## config.mk

```make
export PLATFORM = sky130hd
export DESIGN_NAME = chunked_addsub
export DESIGN_NICKNAME = d
export VERILOG_FILES = /design/src/rtl/chunked_addsub.sv
export SDC_FILE = /design/constraint.sdc
export NUM_CORES = 1
export LEC_CHECK = 0
export CAP_MARGIN = 20
export CORE_MARGIN = 2
export CORE_UTILIZATION = 40
export CTS_BUF_LIST = sky130_fd_sc_hd__clkbuf_4 sky130_fd_sc_hd__clkbuf_8
export DETAILED_ROUTE_END_ITERATION = 7
export GPL_ROUTABILITY_DRIVEN = 1
export SLEW_MARGIN = 20
export SYNTH_ARGS = -nofsm -noshare
export SYNTH_HDL_FRONTEND = slang
export SYNTH_SLANG_ARGS = --single-unit
```

## constraint.sdc

```tcl
create_clock -name clk -period 3.6 [get_ports clk]
set_input_delay 0.36 -clock clk [delete_from_list [all_inputs] [get_ports clk]]
set_output_delay 0.36 -clock clk [all_outputs]
set_load 0.05 [all_outputs]
```

## src/rtl/chunked_addsub.sv

```systemverilog
// Multi-cycle add/subtract: CHUNK bits per clock, LSB chunk first, rippled carry,
// signed-overflow flag and valid/ready handshakes on both sides.
module chunked_addsub #(
    parameter int WIDTH = 32,
    parameter int CHUNK = 8
) (
    input  logic             clk,
    input  logic             rst_n,
    input  logic             in_valid,
    output logic             in_ready,
    input  logic [WIDTH-1:0] a,
    input  logic [WIDTH-1:0] b,
    input  logic             cin,
    input  logic             sub,
    output logic             out_valid,
    input  logic             out_ready,
    output logic [WIDTH-1:0] s,
    output logic             cout,
    output logic             ovf
);

    localparam int NCHUNK = WIDTH / CHUNK;
    localparam int CW     = (NCHUNK > 1) ? $clog2(NCHUNK) : 1;
    localparam logic [CW-1:0] LAST_CNT = CW'(NCHUNK - 1);

    typedef enum logic [1:0] {
        IDLE = 2'd0,
        CALC = 2'd1,
        DONE = 2'd2
    } state_t;

    state_t           r_state;
    state_t           w_next;
    logic [WIDTH-1:0] r_a;
    logic [WIDTH-1:0] r_b;
    logic             r_carry;
    logic [CW-1:0]    r_cnt;
    logic [WIDTH-1:0] r_sum;
    logic [WIDTH-1:0] r_s;
    logic             r_cout;
    logic             r_ovf;

    logic [CHUNK-1:0] w_a_chunk;
    logic [CHUNK-1:0] w_b_chunk;
    logic [CHUNK:0]   w_chunk;
    logic [WIDTH-1:0] w_sum_next;
    logic             w_last;
    logic             w_msb_cin;

    // State register
    always_ff @(posedge clk or negedge rst_n) begin
        if (!rst_n) begin
            r_state <= IDLE;
        end else begin
            r_state <= w_next;
        end
    end

    // Next-state decode
    always_comb begin
        w_next = r_state;
        case (r_state)
            IDLE: begin
                if (in_valid) w_next = CALC;
                else          w_next = IDLE;
            end
            CALC: begin
                if (w_last) w_next = DONE;
                else        w_next = CALC;
            end
            DONE: begin
                if (out_ready) w_next = IDLE;
                else           w_next = DONE;
            end
            default: w_next = IDLE;
        endcase
    end

    // Handshake outputs decoded from the state register
    always_comb begin
        in_ready  = 1'b0;
        out_valid = 1'b0;
        case (r_state)
            IDLE:    in_ready  = 1'b1;
            CALC:    in_ready  = 1'b0;
            DONE:    out_valid = 1'b1;
            default: in_ready  = 1'b0;
        endcase
    end

    // One chunk of the ripple add; the final chunk's MSB carries give the overflow flag
    always_comb begin
        w_a_chunk  = r_a[r_cnt*CHUNK +: CHUNK];
        w_b_chunk  = r_b[r_cnt*CHUNK +: CHUNK];
        w_chunk    = {1'b0, w_a_chunk} + {1'b0, w_b_chunk} + {{CHUNK{1'b0}}, r_carry};
        w_sum_next = r_sum;
        w_sum_next[r_cnt*CHUNK +: CHUNK] = w_chunk[CHUNK-1:0];
        w_last     = (r_cnt == LAST_CNT);
        w_msb_cin  = w_a_chunk[CHUNK-1] ^ w_b_chunk[CHUNK-1] ^ w_chunk[CHUNK-1];
    end

    // Operand capture, chunk accumulation and result registers
    always_ff @(posedge clk or negedge rst_n) begin
        if (!rst_n) begin
            r_a     <= {WIDTH{1'b0}};
            r_b     <= {WIDTH{1'b0}};
            r_carry <= 1'b0;
            r_cnt   <= {CW{1'b0}};
            r_sum   <= {WIDTH{1'b0}};
            r_s     <= {WIDTH{1'b0}};
            r_cout  <= 1'b0;
            r_ovf   <= 1'b0;
        end else begin
            case (r_state)
                IDLE: begin
                    if (in_valid) begin
                        r_a     <= a;
                        r_b     <= b ^ {WIDTH{sub}};
                        r_carry <= cin ^ sub;
                        r_cnt   <= {CW{1'b0}};
                        r_sum   <= {WIDTH{1'b0}};
                    end
                end
                CALC: begin
                    r_sum   <= w_sum_next;
                    r_carry <= w_chunk[CHUNK];
                    r_cnt   <= r_cnt + {{(CW-1){1'b0}}, 1'b1};
                    if (w_last) begin
                        r_s    <= w_sum_next;
                        r_cout <= w_chunk[CHUNK];
                        r_ovf  <= w_msb_cin ^ w_chunk[CHUNK];
                    end
                end
                default: begin
                    r_cnt <= r_cnt;
                end
            endcase
        end
    end

    assign s    = r_s;
    assign cout = r_cout;
    assign ovf  = r_ovf;

endmodule

```

-- Word-level counts from Yosys, hierarchy flattened
Cells that the tools add are included.
- add/sub/neg operators: 4
- equal/unequal tests: 4
- shift operators: 4
- muxes and demuxes: 13
- bitwise logic cells: 5
- reduce and logical (&&, ||, !) cells: 5
- operators with widths (kind ; number):
    one-hot mux 32 bit (2 select lines) ; 1
    variable part select 32 x 6 -> 8 bit ; 2
    negation 5 -> 34 bit ; 1
    variable shift 8 x 34 -> 32 bit (first input constant) ; 1
    variable part select 8 x 34 -> 32 bit ; 1
    bitwise mux 32 bit ; 1
    2-to-1 mux 32 bit ; 1
    XOR 32 bit ; 1
    adder 8 x 8 -> 9 bit ; 1
    adder 9 x 1 -> 9 bit ; 1
    2-to-1 mux 2 bit ; 3
    one-hot mux 2 bit (3 select lines) ; 1
    AND reduction 2 bit ; 3
    == test 2 bit (second input constant) ; 2
    2-to-1 mux 1 bit ; 4
    one-hot mux 2 bit (2 select lines) ; 1
    XOR 1 bit ; 4
    adder 2 x 1 -> 2 bit (second input constant) ; 1
    == test 2 x 1 -> 1 bit (second input constant) ; 1
    zero test 2 bit ; 1
    != test 2 bit (second input constant) ; 1
    one-hot mux 1 bit (2 select lines) ; 1
    nonzero test 2 bit ; 1
- register bits after elaboration: 135
- input port bits: 70
- output and inout port bits: 36
- logic and storage cells: 44

-- Longest topological paths before layout
- depth in word-level cells: 6
- gate-level depth with buffers: 10
- depth with buffers taken out: 9

-- Worst setup path before layout
Ideal clock, no wire load.
- path type: reg-to-reg
- start: register r_cnt[0]
- end: register r_sum[14]
- library setup time: 0.121 ns
- arrival: 2.871 ns
- slack: 0.608 ns
- cell stages (with the launch flop): 11
- buffers on the path: 1
- clock period less this slack: 2.992 ns
- cell sequence: dfrtp_1 buf_4 mux4_2 fa_1 inv_1 fa_1 nand2b_1 a21oi_1 or3_4 and2_1 a22o_1
- word-level cells in the longest chain between the ends: 6
- elaborated cells on any way between the ends: 9
- those cells by class: add/sub (3); shift (4); mux (2)
- RTL lines (item ; RTL line ; RTL):
    start, declared ; 37 ; logic [CW-1:0] r_cnt;
    start signal, assigned ; 108 ; r_cnt <= {CW{1'b0}};
    start signal, assigned ; 120 ; r_cnt <= {CW{1'b0}};
    start signal, assigned ; 127 ; r_cnt <= r_cnt + {{(CW-1){1'b0}}, 1'b1};
    variable part select 32 x 6 -> 8 bit (on tied branches) ; 93, 94 ;
    adder 8 x 8 -> 9 bit ; 95 ; w_chunk = {1'b0, w_a_chunk} + {1'b0, w_b_chunk} + {{CHUNK{1'b0}}, r_carry};
    adder 9 x 1 -> 9 bit ; 95 ;
    variable part select 8 x 34 -> 32 bit ; 97 ; w_sum_next[r_cnt*CHUNK +: CHUNK] = w_chunk[CHUNK-1:0];
    bitwise mux 32 bit * ; 97 ;
    one-hot mux 32 bit (2 select lines) * ; 114 ; case (r_state)
    end signal, assigned ; 109 ; r_sum <= {WIDTH{1'b0}};
    end signal, assigned ; 121 ; r_sum <= {WIDTH{1'b0}};
    end signal, assigned ; 125 ; r_sum <= w_sum_next;
    end, declared ; 38 ; logic [WIDTH-1:0] r_sum;
Every way passes the cells marked *; elsewhere a longest branch is shown, timed or not.
A chain may end at the register's enable or synchronous reset.

-- Worst setup path in the final report
- start: register r_cnt[0]
- end: register r_sum[30]
Same word-level chain as after synthesis.

==> results.cfg <==
[route]
drc = 0
postRouteWirelength_mm = 15.7
drt_pass1_iterations = 4
ant_nets = 0
via_per_inst = 5.16
wl_per_cell_um = 16.8
drtIter0Drc = 297
via_count = 4826

[floorplan]
start_util = 0.406
die_h_um = 131
row_count = 46
die_w_um = 131
dieArea_um2 = 17000
ios = 106
coreArea_um2 = 15800

[cts]
cts_resized = 0
cts_buffers = 17
clockBufferDepth = 2
cts_setup_buffers = 0
cts_hold_buffers = 1
ctsHtreeMaxLevel = 4
clock_sinks = 135
clock_latency_ns = 0.45
cts_root_buffer = clkbuf_8
cts_tree = yes
path_clk_slew_ns = 0.07

[sta]
worst_slew_margin_rel = 0.342
skew_ns = 0.0128
setup_viol = 0
rsz0062_at_grt = false
drv_slew = 0
max_freq_mhz = 306
period_needed_ns = 3.26
tightest_slew_ns = 0.979
fin_crit_sh = 0.907
hold_viol_final = 0
fin_tns_setup_ns = 0

[job]
timing.max_cap.violations = 0

[synth]
ys.flop_type = dfrtp_1
synth_fa_ha_area_frac = 0.0316
synth.yosys.seq_area_share = 0.527
synth_cells = 606
synth-edff-count = 0
synth_compound_area_frac = 0.163
synth_fp_nets = 691
ys_warn_count = 0
synthXorXnorAreaFrac = 0.0545
ys_ff_latch = 135
yosys.area_share.simple = 0.133
ys_async_sr_fraction = 1.00
synth.area.mux_share = 0.0598
syn-mean-instance-area_um2 = 10.6
syn_area_um2 = 6410
ys_types = 47
synth_top_family_by_area = compound AO/OA/AOI/OAI gates

[min_path]
hold_start = a[22]
hold_path.class = in -> reg

[power_and_ir_drop]
combPwrFrac = 0.557
p_clk_frac = 0.151
p_total_uw = 8820
sw_frac_of_total = 0.463
intPower_uw = 4740
p_leak_uw = 0.00356
pwr-share-seq = 0.292
ir_drop_uv = 459
p_switching_uw = 4080
power_density_nw_per_um2 = 1090

[global_route]
grt_start_max_net_pins = 66
antenna_found_initial = 0
grt_pass1_vias = 4863
grt_pass1_wl_mm = 25.7
grt_overflow = 0
grtUsageTotal = 0.200

[critical_path]
critPathSlowestCell = o21ai_0
r2r_slack_ns = 0.34
crit_fanout = 6
cp-startpoint = r_cnt[0]
path_class = reg -> reg
worstPathRequired_ns = 3.98
endpoint_kind = flip-flop
r2r-start = r_cnt[0]
worst_ep_arrival_time_ns = 3.64
crit_chain = mux4_2 > fa_1 > inv_1 > fa_1 > nand2b_1 > a21oi_1 > o21ai_0 > and2_1 > a22o_1
critPathMaxStageDelay_ns = 0.61
start_kind = flip-flop
cpMostUsedCell = fa_1

[run_status]
outcome = completed

[cells_and_area]
areaGrowthSynthToFinish_pct = 26.6
finish.utilization = 0.514
antenna_cells = 0
final_layout_size_suffix_gt1_frac = 0.108
post-route-cell-area_um2 = 8110
fin_nets = 793

[placed_design]
placedInstanceArea_um2 = 7680
port_buffers = 105
gp_congestion = 0.847
dp_hpwl_mm = 11.5
power groups by stage:
stage               Combinational (uW)  Sequential, uW  Clock, uW
floorplan                         2910            2980          0
global route                      5410            2650       1420
global placement                  4810            2590          0
detailed placement                4920            2600          0
finish                            4910            2570       1330
CTS                               4930            2580       1360
worst max-delay path: cells and delay by family, from the launching register on:
family	cells	cell delay (ns)
AO/OA/AOI/OAI	3	0.90
flip-flops	1	0.51
adder cells (fa/ha/maj)	2	0.67
multiplexers	1	0.57
buffers and inverters	1	0.10
AND/OR/NAND/NOR	2	0.43
sequential cells by signal, indices dropped and copies added, names as in the netlist:
signal and flops:
r_cnt 2, r_b 32, r_state 2, r_a 32
ovf 1, r_sum 32, cout 1, s 32
r_carry 1
metal layers:
metal / up-vias / GRT usage / wire (um)
met5: - / 0 / 0
met4: 0 / 0.0651 / 320
met3: 26 / 0.0497 / 769
met2: 139 / 0.321 / 7480
met1: 2331 / 0.269 / 7160
li1: 2330 / - / -
stage by stage:
stage	instances	setup WS, ns	hold WS [ns]
after detailed placement	904	0.416	0.398
after global routing	935	0.166	0.420
after CTS	935	0.391	0.422
after floorplan	606	0.608	0.0644
after global placement	904	0.530	0.388
final	935	0.336	0.439
cells by family after synthesis:
family,Yosys count
AND/OR/NAND/NOR,199
AO/OA/AOI/OAI,152
flip-flops,135
buffers and inverters,48
XOR/XNOR,39
multiplexers,18
adder cells (fa/ha/maj),15
cells in the final DEF (no fill, tap or decap), types with 4 or more instances in the layout:
master	instances
nor3b_1	4
dfrtp_1	135
o31ai_1	8
a32oi_1	8
nor2_1	21
clkdlybuf4s50_1	103
xnor2_1	37
a221oi_1	12
a21oi_1	24
nand3_1	5
inv_1	10
nand2_1	150
nand2b_1	4
clkbuf_8	21
mux4_2	16
a22o_1	28
a22oi_1	4
buf_4	13
o21ai_0	53
ha_1	13
cells in the mapped netlist (2+ instances only):
cell       number  area (um2)
nor4_2          3        37.5
a32oi_1         8        70.1
inv_1          10        37.5
nand2_1       151         567
o31ai_1         8        60.1
and2_1          3        18.8
mux4_2         16         360
clkbuf_1       26        97.6
nand3_1         5        25.0
a21oi_1        24         120
nor2_1         21        78.8
nor3b_1         4        30.0
nand2b_1        4        25.0
o2bb2ai_1       2        17.5
xnor2_1        37         324
mux2_2          2        22.5
o21ai_0        53         265
dfrtp_1       135        3380
a22o_1         28         245
a22oi_1         4        30.0
a221oi_1       12         105
buf_2           9        45.0
a21o_1          2        15.0
ha_1           13         163
fa_1            2        40.0
o21ai_1         3        15.0
path summary, 6_finish.rpt:
kind                       depth (start not counted)        end
max reg2reg                                        9  r_sum[30]
min                                                3    r_a[22]
min reg2reg                                        2       s[5]
max                                                9  r_sum[30]
min in group asynchronous                          2     r_a[7]
max in group asynchronous                          3  r_sum[10]
final cells by class:
class | instances | area [um2]
Clock inverter | 8 | 121
Inverter | 12 | 45.0
Clock buffer | 22 | 297
Multi-Input combinational cell | 423 | 2840
Timing Repair Buffer | 119 | 1160
Sequential cell | 135 | 3380
Tap cell | 216 | 270
Fill cell | 1499 | 7660
Note: power is estimated with default switching activity, not from simulation.
==> RTL edit 1 (same flow settings) <==
`CHUNK`: 8 -> 16.
--- a/src/rtl/chunked_addsub.sv
+++ b/src/rtl/chunked_addsub.sv
@@ -2,7 +2,7 @@
 // signed-overflow flag and valid/ready handshakes on both sides.
 module chunked_addsub #(
     parameter int WIDTH = 32,
-    parameter int CHUNK = 8
+    parameter int CHUNK = 16
 ) (
     input  logic             clk,
     input  logic             rst_n,
Check against the original RTL: not equivalent (Yosys sat finds a counterexample within 4 cycles, from zero or initial values and one cycle with rst_n low).
==> RTL edit 1 against the unedited design <==
Clock skew shrank 0.0011 ns. Final area shrank 8.1%. Clock power shrank 5%. Count of clock-buffer cells in the layout is the same. Routed wire length shrank 15%. Global-route usage shrank 1.7 points. Non-clock buffer count shrank 4. Die area shrank 9.2%. Synthesized area shrank 9.5%. Sequential cell count shrank 17. Power shrank 9.5%. Setup slack gained 0.066 ns.
==> RTL edit 1: results (changes against the unedited design) <==
metric,value,unit,change
status,completed,,unchanged
P_leak,3.51,nW,was 3.56 nW
share of cells above drive strength 1,10.9,%,was 10.8%
Netlist cell types,40,,was 47
Crit. Startpoint,r_cnt$_DFFE_PN0P_,,was r_cnt[0]$_DFFE_PN0P_
Via Count,4445,,"was 4,826"
fraction of area in multi-input gates,36.0,%,was 35.0%
Cells after Synth,620,,was 606
Clock-cell share,5.64,%,was 5.15%
Seq/total area,39.6,%,was 41.7%
Post-synth ARST share,100,%,unchanged
DP Cell Count,879,,was 904
vias in the first global route,4509,,"was 4,863"
"top cells by count, synth","nand2_1, dfrtp_1, o21ai_0, xnor2_1, mux2_2",,"was nand2_1, dfrtp_1, o21ai_0, xnor2_1, a22o_1"
crit share post-route,88.8,%,was 90.7%
GP Congestion,0.825,,was 0.847
Non-clock buffers,115,,was 119
Routed WL,13.4,mm,was 15.7 mm
initial antenna violation count,0,,unchanged
"Arr. time, crit path",3.52,ns,was 3.64 ns
Longest Clk Path Bufs,2,,unchanged
Slowest Stage Delay on Critical Path,0.48,ns,was 0.61 ns
Tot GR Track Use,18.3,%,was 20.0%
GRT met1 Usage,24.9,%,was 26.9%
Worst Path Max Fanout,22,,was 6
PwrDens,1070,mW/mm^2,was 1090 mW/mm^2
worst hold start,a[11],,was a[22]
nets@finish,806,,was 793
Iteration-0 DRC Markers,179,,was 297
grt met2 use,28.7,%,was 32.1%
met3 Use GR,4.08,%,was 4.97%
R2R depth,12,,was 9
busiest grt layer,met2,,unchanged
Hold Path Sink,r_a[11]$_DFFE_PN0P_,,was r_a[22]$_DFFE_PN0P_
Worst Skew,0.0117,ns,was 0.0128 ns
Area contributors post-synth,"dfrtp_1, nand2_1, mux2_2",,"was dfrtp_1, nand2_1, mux4_2"
layout sequential cell count,118,,was 135
#MultiIn Comb,459,,was 423
register-to-register setup slack,0.40,ns,was 0.34 ns
Data buffer area share,15.4,%,was 14.3%
inverters,8,,was 12
Tap Cells,180,,was 216
routed len/inst,14.7,um,was 16.8 um
Clock Power Share,15.8,%,was 15.1%
worst-margin pin slew,0.974,ns,was 0.979 ns
slowest cell on the critical path,dfrtp_1,,was o21ai_0
Place WS,0.442,ns,was 0.416 ns
DP HPWL,9.99,mm,was 11.5 mm
P_int,0.00441,W,was 0.00474 W
Seq pwr share,28.5,%,was 29.2%
register area share after synthesis,50.9,%,was 52.7%
maximum vdd drop,0.340,mV,was 0.459 mV
DP Area,0.00702,mm^2,was 0.00768 mm^2
## RTL edit 1: changes by cell type after synthesis, sizes merged, moves of 5 or more
cell and delta:
mux2i +5, a22o -18, nor2 -8, mux2 +29
nand2 +72, dfrtp -17, a21oi -14, mux4 -16
a221oi -12, xor2 +7, a32oi -8, o31ai -7
## RTL edit 1: cell families after synthesis
group	Yosys count	synth area share, %
AO/OA/AOI/OAI	94	9.91
adder cells (fa/ha/maj)	17	3.93
multiplexers	36	6.89
AND/OR/NAND/NOR	265	18.4
flip-flops	118	50.9
XOR/XNOR	47	7.10
buffers and inverters	43	2.85
## RTL edit 1: through the flow
step,util [%],hold slack (ns)
global route,53.1,0.444
floorplan,-,0.0644
finish,53.1,0.447
global placement,50.0,0.453
detailed placement,50.0,0.459
CTS,53.1,0.419
## RTL edit 1: metal layers
metal	share of wire, %	routed length [um]	up-vias
met5	0	0	-
met4	1.5	205	0
met3	3.0	407	11
met2	47	6270	96
met1	49	6530	2104
li1	-	-	2234
==> RTL edit 2 (same flow settings) <==
Without the edit above. Register the output `ovf` once more, with the module's reset; this adds one clock of latency there. The other outputs are not delayed to match.
--- a/src/rtl/chunked_addsub.sv
+++ b/src/rtl/chunked_addsub.sv
@@ -140,7 +140,13 @@
 
     assign s    = r_s;
     assign cout = r_cout;
-    assign ovf  = r_ovf;
+    always_ff @(posedge clk or negedge rst_n) begin
+        if (!rst_n) begin
+            ovf <= '0;
+        end else begin
+            ovf <= r_ovf;
+        end
+    end
 
 endmodule
 
Behaviour: not the same (a bounded check fails within 10 cycles, from zero or initial values and one cycle with rst_n low).
==> RTL edit 2 against the unedited design <==
Sequential cell count up 1. First-iteration DRC count up 33%. Routed wire length rose by 1.6%. Sequential share of layout area grew 0.12 points. Final area grew 0.45%. Power rose by 0.58%. Die area is 0.36% higher. Count of clock-buffer cells in the layout did not move. Setup slack improved by 0.076 ns. Synthesized area rose by 0.37%. Critical path type unchanged. Largest power group unchanged.
==> RTL edit 2: results (changes against the unedited design) <==
metric,value,unit,change
"Arr. time, crit path",3.57,ns,was 3.64 ns
Iteration-0 DRC Markers,394,,was 297
vias in the first global route,4737,,"was 4,863"
GP Congestion,0.851,,was 0.847
Via Count,4807,,"was 4,826"
Slowest Stage Delay on Critical Path,0.67,ns,was 0.61 ns
initial antenna violation count,0,,unchanged
Cells after Synth,607,,was 606
share of cells above drive strength 1,11.1,%,was 10.8%
Resize count post-CTS,0,,unchanged
DP Cell Count,905,,was 904
maximum vdd drop,0.604,mV,was 0.459 mV
Initial DRT Pass Iterations,5,,was 4
worst-margin pin slew,0.882,ns,was 0.979 ns
R2R depth,9,,unchanged
status,completed,,unchanged
Worst Path Max Fanout,5,,was 6
register area share after synthesis,52.9,%,was 52.7%
I/O Buffers,105,,unchanged
P_leak,3.57,nW,was 3.56 nW
TritonCTS Buffers,17,,unchanged
final hold slack,0.414,ns,was 0.439 ns
register-to-register setup slack,0.41,ns,was 0.34 ns
diodes inserted,0,,unchanged
"Net Count, Synth",692,,was 691
Crit Path Class,reg -> reg,,unchanged
routed len/inst,17.0,um,was 16.8 um
clk slew on worst S/H paths,0.08,ns,
"delay-heaviest family, CP",compound AO/OA/AOI/OAI gates,,unchanged
Longest Clk Path Bufs,2,,unchanged
crit share post-route,88.6,%,was 90.7%
htree depth,4,,unchanged
DP Area,0.00771,mm^2,was 0.00768 mm^2
Crit. Startpoint,r_cnt[0]$_DFFE_PN0P_,,unchanged
"top cells by count, synth","nand2_1, dfrtp_1, o21ai_0, xnor2_1, a22o_1",,unchanged
Area contributors post-synth,"dfrtp_1, nand2_1, mux4_2",,unchanged
nets@finish,794,,was 793
Place WS,0.450,ns,was 0.416 ns
Worst-Skew Late Latency,0.45,ns,about the same
first-pass GRT wire length,25.6,mm,was 25.7 mm
Tot GR Track Use,20.0,%,about the same
vias per cell,5.12,,was 5.16
pin count of the biggest net entering global routing,63,,was 66
Worst Skew,0.0136,ns,was 0.0128 ns
RR Endpoint,r_sum[20]$_DFFE_PN0P_,,was r_sum[30]$_DFFE_PN0P_
Synth warnings,0,,unchanged
worst hold path class,reg -> reg,,was in -> reg
slowest cell on the critical path,o21ai_0,,unchanged
filler instances,1419,,"was 1,499"
DP HPWL,11.5,mm,about the same
-- RTL edit 2: stage by stage --
step | total power [W] | util [%]
4_1_cts | 0.00890 | 51.7
5_1_grt | 0.00951 | 51.7
3_3_place_gp | 0.00747 | 48.9
3_5_place_dp | 0.00753 | 48.9
2_1_floorplan | 0.00591 | -
6_report | 0.00887 | 51.7
-- RTL edit 2: area by class of cell --
cell class | count | area share, %
Clock buffer | 22 | 3.49
Clock inverter | 10 | 1.78
Inverter | 12 | 0.553
Multi-Input combinational cell | 423 | 34.8
Sequential cell | 136 | 41.8
Tap cell | 216 | 3.32
Timing Repair Buffer | 119 | 14.3
-- RTL edit 2: power by group --
part | switching (W) | internal, W | total [W]
Combinational | 0.00314 | 0.00179 | 0.00493
Clock | 0.000595 | 0.000748 | 0.00134
Sequential | 0.000405 | 0.00219 | 0.00259
Total | 0.00414 | 0.00473 | 0.00887
-- RTL edit 2: cell families after synthesis --
| group | Yosys count | share of synthesized area, % |
|---|---|---|
| xor gates and xnor gates | 39 | 5.43 |
| muxes | 18 | 5.95 |
| and+or+nand+nor | 199 | 13.3 |
| adders and majority gates | 15 | 3.15 |
| DFF | 136 | 52.9 |
| AOI/OAI and AO/OA | 152 | 16.2 |
| buffers and inverters | 48 | 3.02 |
-- RTL edit 2: how the worst min path moves through the flow --
stage | from | end | cells after the start
after floorplan | rst_n | cout$_DFFE_PN0P_ | 0
after global placement | rst_n | s[28]$_DFFE_PN0P_ | 1
after detailed placement | rst_n | s[28]$_DFFE_PN0P_ | 1
after CTS | a[13] | r_a[13]$_DFFE_PN0P_ | 3
after global routing | a[13] | r_a[13]$_DFFE_PN0P_ | 3
final | r_ovf$_DFFE_PN0P_ | ovf$_DFF_PN0_ | 0
-- RTL edit 2: layer usage --
metal / GRT usage [%] / share of wire [%] / vias up
met2: 33.3 / 50 / 128
met4: 5.57 / 1.0 / 0
met5: 0 / 0 / -
met1: 26.5 / 45 / 2329
li1: - / - / 2335
met3: 4.64 / 3.9 / 15
-- RTL edit 2: worst register-to-register path, cell delays in order, from the launching register on --
cell and delay (ns):
dfrtp_1 0.42, mux4_2 0.53, fa_1 0.46, inv_1 0.09, fa_1 0.19, nand2b_1 0.14
a21boi_0 0.11, o21ai_0 0.67, and2_1 0.33, a22o_1 0.17
-- RTL edit 2: repair_timing --
| action | 4_1_cts | 5_1_grt |
|---|---|---|
| hold buffers | 1 | 0 |
| hold endpoints to repair | 47 | 0 |
| setup buffers | 0 | 0 |
